$ cat src/rtl/game_pkg.sv
// rtl/game_pkg.sv - shared state encoding and keycode constants for the game flow controller
package game_pkg;

    typedef enum logic [2:0] {
        START    = 3'd0,
        INTRO    = 3'd1,
        PLAY     = 3'd2,
        PAUSED   = 3'd3,
        GAMEOVER = 3'd4,
        VICTORY  = 3'd5
    } game_state_t;

    localparam logic [7:0] KEY_ENTER = 8'h28;
    localparam logic [7:0] KEY_P     = 8'h13;
    localparam logic [7:0] KEY_NONE  = 8'h00;

endpackage

$ cat src/rtl/key_edge_detect.sv
// rtl/key_edge_detect.sv - one-cycle press pulse when keycode first matches KEY
module key_edge_detect
    import game_pkg::*;
#(
    parameter logic [7:0] KEY = KEY_ENTER
) (
    input  logic       Clk,
    input  logic       Reset,
    input  logic [7:0] keycode,
    output logic       press
);

    logic [7:0] r_key_prev;

    always_ff @(posedge Clk) begin
        if (Reset) r_key_prev <= KEY_NONE;
        else       r_key_prev <= keycode;
    end

    // A held key fires once; it must leave KEY before it can fire again.
    assign press = (keycode == KEY) && (r_key_prev != KEY);

endmodule

$ cat src/rtl/game_flow_controller.sv
// rtl/game_flow_controller.sv - title/intro/play/pause/gameover/victory sequencer with level and lives tracking
module game_flow_controller
    import game_pkg::*;
#(
    parameter logic [7:0] START_KEY    = KEY_ENTER,
    parameter logic [7:0] PAUSE_KEY    = KEY_P,
    parameter int         NUM_LIVES    = 3,
    parameter int         NUM_LEVELS   = 4,
    parameter int         INTRO_CYCLES = 50_000_000,
    localparam int        LW = (NUM_LEVELS > 1) ? $clog2(NUM_LEVELS) : 1,
    localparam int        VW = $clog2(NUM_LIVES + 1)
) (
    input  logic          Clk,
    input  logic          Reset,
    input  logic [7:0]    keycode,
    input  logic          ship_hit,
    input  logic          wave_clear,
    output logic          start,
    output logic          intro,
    output logic          play,
    output logic          paused,
    output logic          gameover,
    output logic          victory,
    output logic [LW-1:0] level,
    output logic [VW-1:0] lives
);

    localparam int CW = (INTRO_CYCLES > 1) ? $clog2(INTRO_CYCLES) : 1;
    localparam logic [CW-1:0] INTRO_LOAD = CW'(INTRO_CYCLES - 1);
    localparam logic [LW-1:0] LAST_LEVEL = LW'(NUM_LEVELS - 1);
    localparam logic [VW-1:0] FULL_LIVES = VW'(NUM_LIVES);

    game_state_t   r_state, w_state_nxt;
    logic [LW-1:0] r_level, w_level_nxt;
    logic [VW-1:0] r_lives, w_lives_nxt;
    logic [CW-1:0] r_cnt,   w_cnt_nxt;
    logic          w_press_start, w_press_pause;

    key_edge_detect #(.KEY(START_KEY)) u_start_key (
        .Clk     (Clk),
        .Reset   (Reset),
        .keycode (keycode),
        .press   (w_press_start)
    );

    key_edge_detect #(.KEY(PAUSE_KEY)) u_pause_key (
        .Clk     (Clk),
        .Reset   (Reset),
        .keycode (keycode),
        .press   (w_press_pause)
    );

    always_ff @(posedge Clk) begin
        if (Reset) begin
            r_state <= START;
            r_level <= '0;
            r_lives <= FULL_LIVES;
            r_cnt   <= '0;
        end else begin
            r_state <= w_state_nxt;
            r_level <= w_level_nxt;
            r_lives <= w_lives_nxt;
            r_cnt   <= w_cnt_nxt;
        end
    end

    always_comb begin
        w_state_nxt = r_state;
        w_level_nxt = r_level;
        w_lives_nxt = r_lives;
        w_cnt_nxt   = r_cnt;
        case (r_state)
            START: begin
                if (w_press_start) begin
                    w_state_nxt = INTRO;
                    w_level_nxt = '0;
                    w_lives_nxt = FULL_LIVES;
                    w_cnt_nxt   = INTRO_LOAD;
                end
            end
            INTRO: begin
                if (r_cnt == '0) w_state_nxt = PLAY;
                else             w_cnt_nxt   = r_cnt - CW'(1);
            end
            PLAY: begin
                // A hit takes precedence; a clear in the same cycle is dropped.
                if (ship_hit) begin
                    if (r_lives <= VW'(1)) begin
                        w_state_nxt = GAMEOVER;
                        w_lives_nxt = '0;
                    end else begin
                        w_state_nxt = INTRO;
                        w_lives_nxt = r_lives - VW'(1);
                        w_cnt_nxt   = INTRO_LOAD;
                    end
                end else if (wave_clear) begin
                    if (r_level >= LAST_LEVEL) begin
                        w_state_nxt = VICTORY;
                    end else begin
                        w_state_nxt = INTRO;
                        w_level_nxt = r_level + LW'(1);
                        w_cnt_nxt   = INTRO_LOAD;
                    end
                end else if (w_press_pause) begin
                    w_state_nxt = PAUSED;
                end
            end
            PAUSED: begin
                if (w_press_pause) w_state_nxt = PLAY;
            end
            GAMEOVER, VICTORY: begin
                if (w_press_start) w_state_nxt = START;
            end
            default: w_state_nxt = START;
        endcase
    end

    always_comb begin
        start    = 1'b0;
        intro    = 1'b0;
        play     = 1'b0;
        paused   = 1'b0;
        gameover = 1'b0;
        victory  = 1'b0;
        case (r_state)
            START:    start    = 1'b1;
            INTRO:    intro    = 1'b1;
            PLAY:     play     = 1'b1;
            PAUSED:   paused   = 1'b1;
            GAMEOVER: gameover = 1'b1;
            VICTORY:  victory  = 1'b1;
            default:  start    = 1'b1;
        endcase
    end

    assign level = r_level;
    assign lives = r_lives;

endmodule
$ cat config.mk
export PLATFORM = sky130hd
export DESIGN_NAME = game_flow_controller
export DESIGN_NICKNAME = d
export VERILOG_FILES = /design/src/rtl/game_pkg.sv /design/src/rtl/key_edge_detect.sv /design/src/rtl/game_flow_controller.sv
export SDC_FILE = /design/constraint.sdc
export NUM_CORES = 1
export LEC_CHECK = 0
export CAP_MARGIN = 25
export CORE_AREA = 5 5 68 70
export DETAILED_ROUTE_END_ITERATION = 8
export DIE_AREA = 0 0 73 75
export PLACE_DENSITY_LB_ADDON = 0.2
export SLEW_MARGIN = 40
export SYNTH_ARGS = -nofsm -noshare
export SYNTH_HDL_FRONTEND = slang
export SYNTH_SLANG_ARGS = --single-unit
$ cat constraint.sdc
create_clock -name Clk -period 2.9 [get_ports Clk]
set_clock_uncertainty 0.2 [all_clocks]
set_input_delay 0.725 -clock Clk [delete_from_list [all_inputs] [get_ports Clk]]
set_output_delay 0.725 -clock Clk [all_outputs]
set_load 0.01 [all_outputs]
==> results of run 1 <==
[how the worst max path moves through the flow]
stage	startpoint	end	cells past startpoint
floorplan	keycode[2]	r_cnt[16]$_SDFFE_PP0P_	7
global placement	keycode[2]	r_cnt[18]$_SDFFE_PP0P_	8
detailed placement	keycode[2]	r_cnt[18]$_SDFFE_PP0P_	8
CTS	keycode[2]	r_cnt[18]$_SDFFE_PP0P_	8
global route	keycode[6]	r_cnt[14]$_SDFFE_PP0P_	8
finish	keycode[6]	r_cnt[14]$_SDFFE_PP0P_	8
[power by group]
group | switching, mW | internal [mW] | leakage [nW]
Sequential | 0.123 | 0.669 | 0.333
Clock | 0.189 | 0.281 | 0.0585
Combinational | 1.00 | 0.764 | 0.660
[layer usage]
metal,vias to the layer above,global-route usage,wire [um]
met1,1049,0.291,2550
met5,-,0,0
li1,1089,-,-
met2,57,0.356,2680
met3,9,0.0387,240
met4,0,0.0676,76
[final cells by class]
cell class / count / share of cell area
Clock buffer: 7 / 0.0315
Clock inverter: 1 / 0.0110
Inverter: 4 / 0.00548
Multi-Input combinational cell: 207 / 0.476
Sequential cell: 41 / 0.300
Tap cell: 50 / 0.0228
Timing Repair Buffer: 49 / 0.153
[cell families after synthesis]
family	count (synthesis)	share of synthesized area
buffers and inverters	17	0.0304
muxes	2	0.00992
AOI/OAI and AO/OA	67	0.200
DFF	41	0.383
adders and majority gates	2	0.0117
and+or+nand+nor	131	0.349
xor gates and xnor gates	4	0.0163
[synth_stat cells (2+ instances only)]
cell / instances / area [um^2]
dfxtp_1: 41 / 821
nor2_1: 26 / 97.6
a21oi_1: 21 / 105
nand2_1: 18 / 67.6
nor3_1: 13 / 65.1
o21ai_0: 13 / 65.1
clkbuf_1: 11 / 41.3
nor2b_1: 11 / 68.8
or3_1: 11 / 68.8
a311oi_1: 8 / 70.1
or4_1: 8 / 60.1
nor4_1: 7 / 43.8
o31ai_1: 6 / 45.0
a31oi_1: 5 / 31.3
nand2b_1: 5 / 31.3
inv_1: 4 / 15.0
nand3_1: 4 / 20.0
nand4_1: 4 / 25.0
nor3b_1: 4 / 30.0
nor4b_1: 4 / 35.0
xnor2_1: 4 / 35.0
a211oi_1: 3 / 22.5
nand3b_1: 3 / 22.5
or2_2: 3 / 18.8
a22oi_1: 2 / 15.0
ha_1: 2 / 25.0
o41ai_1: 2 / 17.5
or4_4: 2 / 22.5
[state kept, by name, indices dropped and copies added (netlist names)]
register                cells
level                       2
lives                       2
r_cnt                      26
r_state                     3
u_pause_key.r_key_prev      8
[tightest hold or removal path, cell delays in order (launching register included)]
cell and delay (ps):
dfxtp_1 330, o31ai_1 70, a21oi_1 50
[metrics by stage]
step	util	cells	setup TNS, ps
6_report	0.700	359	0
5_1_grt	0.700	359	0
4_1_cts	0.685	355	0
3_5_place_dp	0.652	347	-5360
3_3_place_gp	0.652	347	-4170
2_1_floorplan	-	264	0
[repair_timing]
item                                    4_1_cts  5_1_grt
setup buffers                                 0        3
resized for setup                             2        7
pin swaps                                     0        3
hold endpoints to repair                      0        0
endpoints found under the setup margin        8       12
hold buffers                                  0        0
cloned                                        0        1
==> impl_metrics.csv, run 1 <==
group,metric,value,unit
run_status,status,"finished clean",
cts,cts_tree,"yes",
placed_design,io_buffers,21,
floorplan,die_area,5480,um^2
flow_run,maxCapViolations,0,
logic_synthesis,async_flop_share,0,
layout,fin_area,2740,um^2
sta,setup_viol,0,
sta,finalHoldViolations,0,
layout,layout.nets,322,
sta,worstMarginPinSlew,590,ps
grt,grt_pass1_vias,2016,
logic_synthesis,syn-mean-instance-area,8.12,um^2
layout,final_cell_mix,"41 x dfxtp_1, 28 x buf_4, 26 x nor2_1",
grt,grt_max_degree,20,
layout,final_common_cell,"dfxtp_1",
sta,worst_slack,76.4,ps
logic_synthesis,synth-seq-cells,41,
cts,cts_max_path_buffers,2,
logic_synthesis,synth-edff-count,0,
sta,fmax,354,MHz
grt,grt_antenna_before_repair,0,
logic_synthesis,syn-num-nets,278,
detailed_routing,wl_per_cell,15.4,um
worst_setup_path,cp.arrival,2850,ps
min_path,hold_class,"flip-flop to flip-flop",
layout,antenna_cells,0,
sta,post-route-min-period,2820,ps
worst_setup_path,end_kind,"flip-flop",
grt,grt_first_pass_wirelength,9.32,mm
worst_setup_path,max_stage_delay,430,ps
logic_synthesis,mappedNetlistArea,2140,um^2
logic_synthesis,netlist_instances,264,
layout,num-fill-cells,329,
detailed_routing,drtPass1Iterations,4,
detailed_routing,viasPerCell,6.14,
floorplan,die_x,73,um
min_path,holdPathEnd,"r_cnt[16]$_SDFFE_PP0P_",
layout,multi_input_area,1300,um^2
floorplan,start_util,0.548,
layout,syn_to_final_growth,27.8,%
worst_setup_path,crit_type,"input pin to flip-flop",
worst_setup_path,crit_fanout,5,
worst_setup_path,path_cells,"clkdlybuf4s50_1, nor3_2, nand4_1, o21a_1, buf_4, or3_4, or4_1, a31oi_1",
placed_design,post_dp_cell_area,2550,um^2
worst_setup_path,crit_family,"simple AND/OR/NAND/NOR gates",
detailed_routing,finalWirelength,5.54,mm
sta,whs,298,ps
cts,cts_buffers,5,
placed_design,gp_congestion,0.943,
min_path,hold_depth,2,
sta,slew_headroom,0.602,
cts,clock_latency,290,ps
layout,ff_latch_area,821,um^2
detailed_routing,drt_iter0_markers,136,
cts,cts.reportedPaths.clkPinSlew,70,ps
logic_synthesis,synth_cell_type_count,47,
logic_synthesis,ys_warn_count,0,
sta,rsz0062_at_grt,"no",
worst_setup_path,start_kind,"input pin",
detailed_routing,remaining_drc_errors,0,
logic_synthesis,synth_flop_cell,"dfxtp_1",
grt,grt_usage,0.217,
detailed_routing,num_vias,2204,
min_path,min_from,"r_cnt[16]$_SDFFE_PP0P_",
sta,maxSlewViolCount,0,
worst_setup_path,rr_endpoint,"r_cnt[22]$_SDFFE_PP0P_",
power,vdd_drop_max,0.785,mV
cts,cts.sinks,41,
worst_setup_path,worst_path_max_delay_cell,"clkdlybuf4s50_1",
placed_design,dpl.hpwl,3.87,mm
logic_synthesis,yosysSeqAreaShare,0.383,
layout,drive_gt1_frac,0.165,
power,p_total,3.03,mW
worst_setup_path,cp_num_buf_inv,2,
floorplan,fp-row-count,23,
cts,root_buffer,"clkbuf_8",
floorplan,fp.dieH,75,um
sta,fin_crit_sh,0.974,
floorplan,boundaryPins,22,
power,cellLeakagePower,1.05,nW
detailed_routing,antenna_left,0,
worst_setup_path,reg2reg_depth,6,
power,powerDensity,1100,nW/um^2
worst_setup_path,crit-reg2reg-launch,"r_cnt[3]$_SDFFE_PP0P_",
cts,h-tree-depth,2,
worst_setup_path,timing.reg2reg.setup_slack,200,ps
floorplan,core_region_area,3910,um^2
placed_design,dp_slack,-413,ps
worst_setup_path,worstPathRequired,2920,ps
grt,grt_overflow,0,
(Power assumes the default switching activity.)
==> run 2: changes to the inputs <==
Settings changed: CORE_AREA 5 5 68 70 to 4 4 67 69, DIE_AREA 0 0 73 75 to 0 0 71 73, SLEW_MARGIN 40 to default.
Clock period 2.9 ns to 3.15 ns, I/O delays scaled along.
==> run 2 against run 1 <==
Register-to-register slack improved by 150 ps. Setup slack improved by 81 ps. Clock power decreased by 28%. Die area decreased by 5.3%. Critical path type unchanged. Largest power group unchanged. Highest routed layer unchanged.
==> impl_metrics.csv, run 2 (synthesized netlist as in run 1, its figures left out) <==
group,metric,value,unit
run_status,status,"finished clean",
layout,drive_gt1_frac,0.114,
worst_setup_path,cp.arrival,3000,ps
detailed_routing,viasPerCell,6.00,
floorplan,die_x,71,um
min_path,hold_class,"flip-flop to flip-flop",
worst_setup_path,crit_fanout,12,
floorplan,fp.dieH,73,um
sta,maxSlewViolCount,0,
flow_run,maxCapViolations,0,
layout,layout.nets,313,
layout,final_common_cell,"dfxtp_1",
layout,top_regs,"r_cnt: 26 flops, u_pause_key.r_key_prev: 8 flops, r_state: 3 flops",
worst_setup_path,crit_type,"input pin to flip-flop",
sta,worstMarginPinSlew,614,ps
detailed_routing,drt_iter0_markers,163,
worst_setup_path,end_kind,"flip-flop",
worst_setup_path,max_stage_delay,440,ps
power,vdd_drop_max,0.548,mV
grt,grt_pass1_vias,1957,
detailed_routing,antenna_left,0,
placed_design,post_dp_cell_area,2520,um^2
sta,post-route-min-period,2990,ps
cts,cts_buffers,5,
placed_design,dpl.hpwl,3.81,mm
cts,h-tree-depth,2,
worst_setup_path,path_cells,"clkdlybuf4s50_1, nor3_1, nand4_1, o21a_1, or3_4, buf_4, or3_1, a21oi_1",
detailed_routing,num_vias,2094,
cts,cts.sinks,41,
cts,cts_max_path_buffers,2,
floorplan,start_util,0.548,
worst_setup_path,start_kind,"input pin",
placed_design,gp_congestion,0.913,
power,powerDensity,983,nW/um^2
power,p_total,2.56,mW
cts,cts.reportedPaths.clkPinSlew,70,ps
sta,slew_headroom,0.585,
layout,fin_util,0.666,
layout,multi_input_area,1260,um^2
sta,fmax,334,MHz
cts,cts_tree,"yes",
sta,finalHoldViolations,0,
sta,fin_crit_sh,0.950,
detailed_routing,finalWirelength,5.20,mm
detailed_routing,wl_per_cell,14.9,um
placed_design,io_buffers,21,
sta,rsz0062_at_grt,"no",
sta,setup_tns,0,ps
layout,fin_area,2610,um^2
layout,syn_to_final_growth,21.7,%
cts,post_cts_buffers,0,
layout,num-fill-cells,327,
floorplan,core_region_area,3910,um^2
grt,grt_antenna_before_repair,0,
layout,antenna_cells,0,
grt,grt_first_pass_wirelength,9.11,mm
power,cellLeakagePower,0.990,nW
cts,root_buffer,"clkbuf_8",
grt,grt_overflow,0,
floorplan,fp-row-count,23,
floorplan,die_area,5180,um^2
worst_setup_path,worst_path_max_delay_cell,"or3_4",
grt,grt_usage,0.216,
layout,ff_latch_area,821,um^2
cts,clock_latency,280,ps
grt,grt_max_degree,20,
detailed_routing,remaining_drc_errors,0,
layout,final_cell_mix,"41 x dfxtp_1, 26 x nor2_1, 21 x a21oi_1, 21 x clkdlybuf4s50_1, 20 x buf_4",
layout,largest_reg_flops,26,
layout,largest-register,"r_cnt",
detailed_routing,drtPass1Iterations,4,
sta,whs,304,ps
floorplan,boundaryPins,22,
sta,setup_viol,0,
worst_setup_path,worstPathRequired,3160,ps
run 2: path summary, 6_finish.rpt:
check	slack [ps]	depth (start not counted)	from	end
worst max-delay path	160	8	keycode[2]	r_cnt[18]$_SDFFE_PP0P_
worst min-delay path	300	2	r_cnt[16]$_SDFFE_PP0P_	r_cnt[16]$_SDFFE_PP0P_
worst max register to register	350	5	r_cnt[2]$_SDFFE_PP0P_	r_cnt[18]$_SDFFE_PP0P_
worst min register to register	300	2	r_cnt[16]$_SDFFE_PP0P_	r_cnt[16]$_SDFFE_PP0P_
run 2: critical path, delay by kind of cell:
| family | cells | cell delay (ps) |
|---|---|---|
| and+or+nand+nor | 4 | 1250 |
| buffers and inverters | 2 | 590 |
| AOI/OAI and AO/OA | 2 | 380 |
run 2: final cells by class:
cell class,count,share of cell area
multi-input combinational,206,0.484
sequential,41,0.315
timing repair buffer,41,0.138
clock buffer,7,0.0331
tap,50,0.0240
inverter,4,0.00576
run 2: metrics by stage:
stage               setup slack [ps]  cells
detailed placement              -230    342
CTS                             48.8    349
global placement                -187    342
global route                    13.8    349
floorplan                        358    264
finish                           157    349
run 2: layer usage:
metal | up-vias | wire length [um] | global-route usage | share of wire
li1 | 1062 | - | - | -
met1 | 985 | 2490 | 0.307 | 0.48
met2 | 43 | 2460 | 0.341 | 0.47
met3 | 4 | 223 | 0.0344 | 0.043
met4 | 0 | 32 | 0.0564 | 0.0062
met5 | - | 0 | 0 | 0
run 2: timing repair:
| item | CTS | global route |
|---|---|---|
| setup endpoints to repair | 0 | 8 |
| hold endpoints to repair | 0 | 0 |
| resized for setup | 0 | 1 |
| hold buffers | 0 | 0 |
run 2: where the power goes:
group / internal (mW) / switching, mW / leakage, nW
registers: 0.616 / 0.117 / 0.333
logic: 0.638 / 0.853 / 0.612
clock network: 0.174 / 0.166 / 0.0443
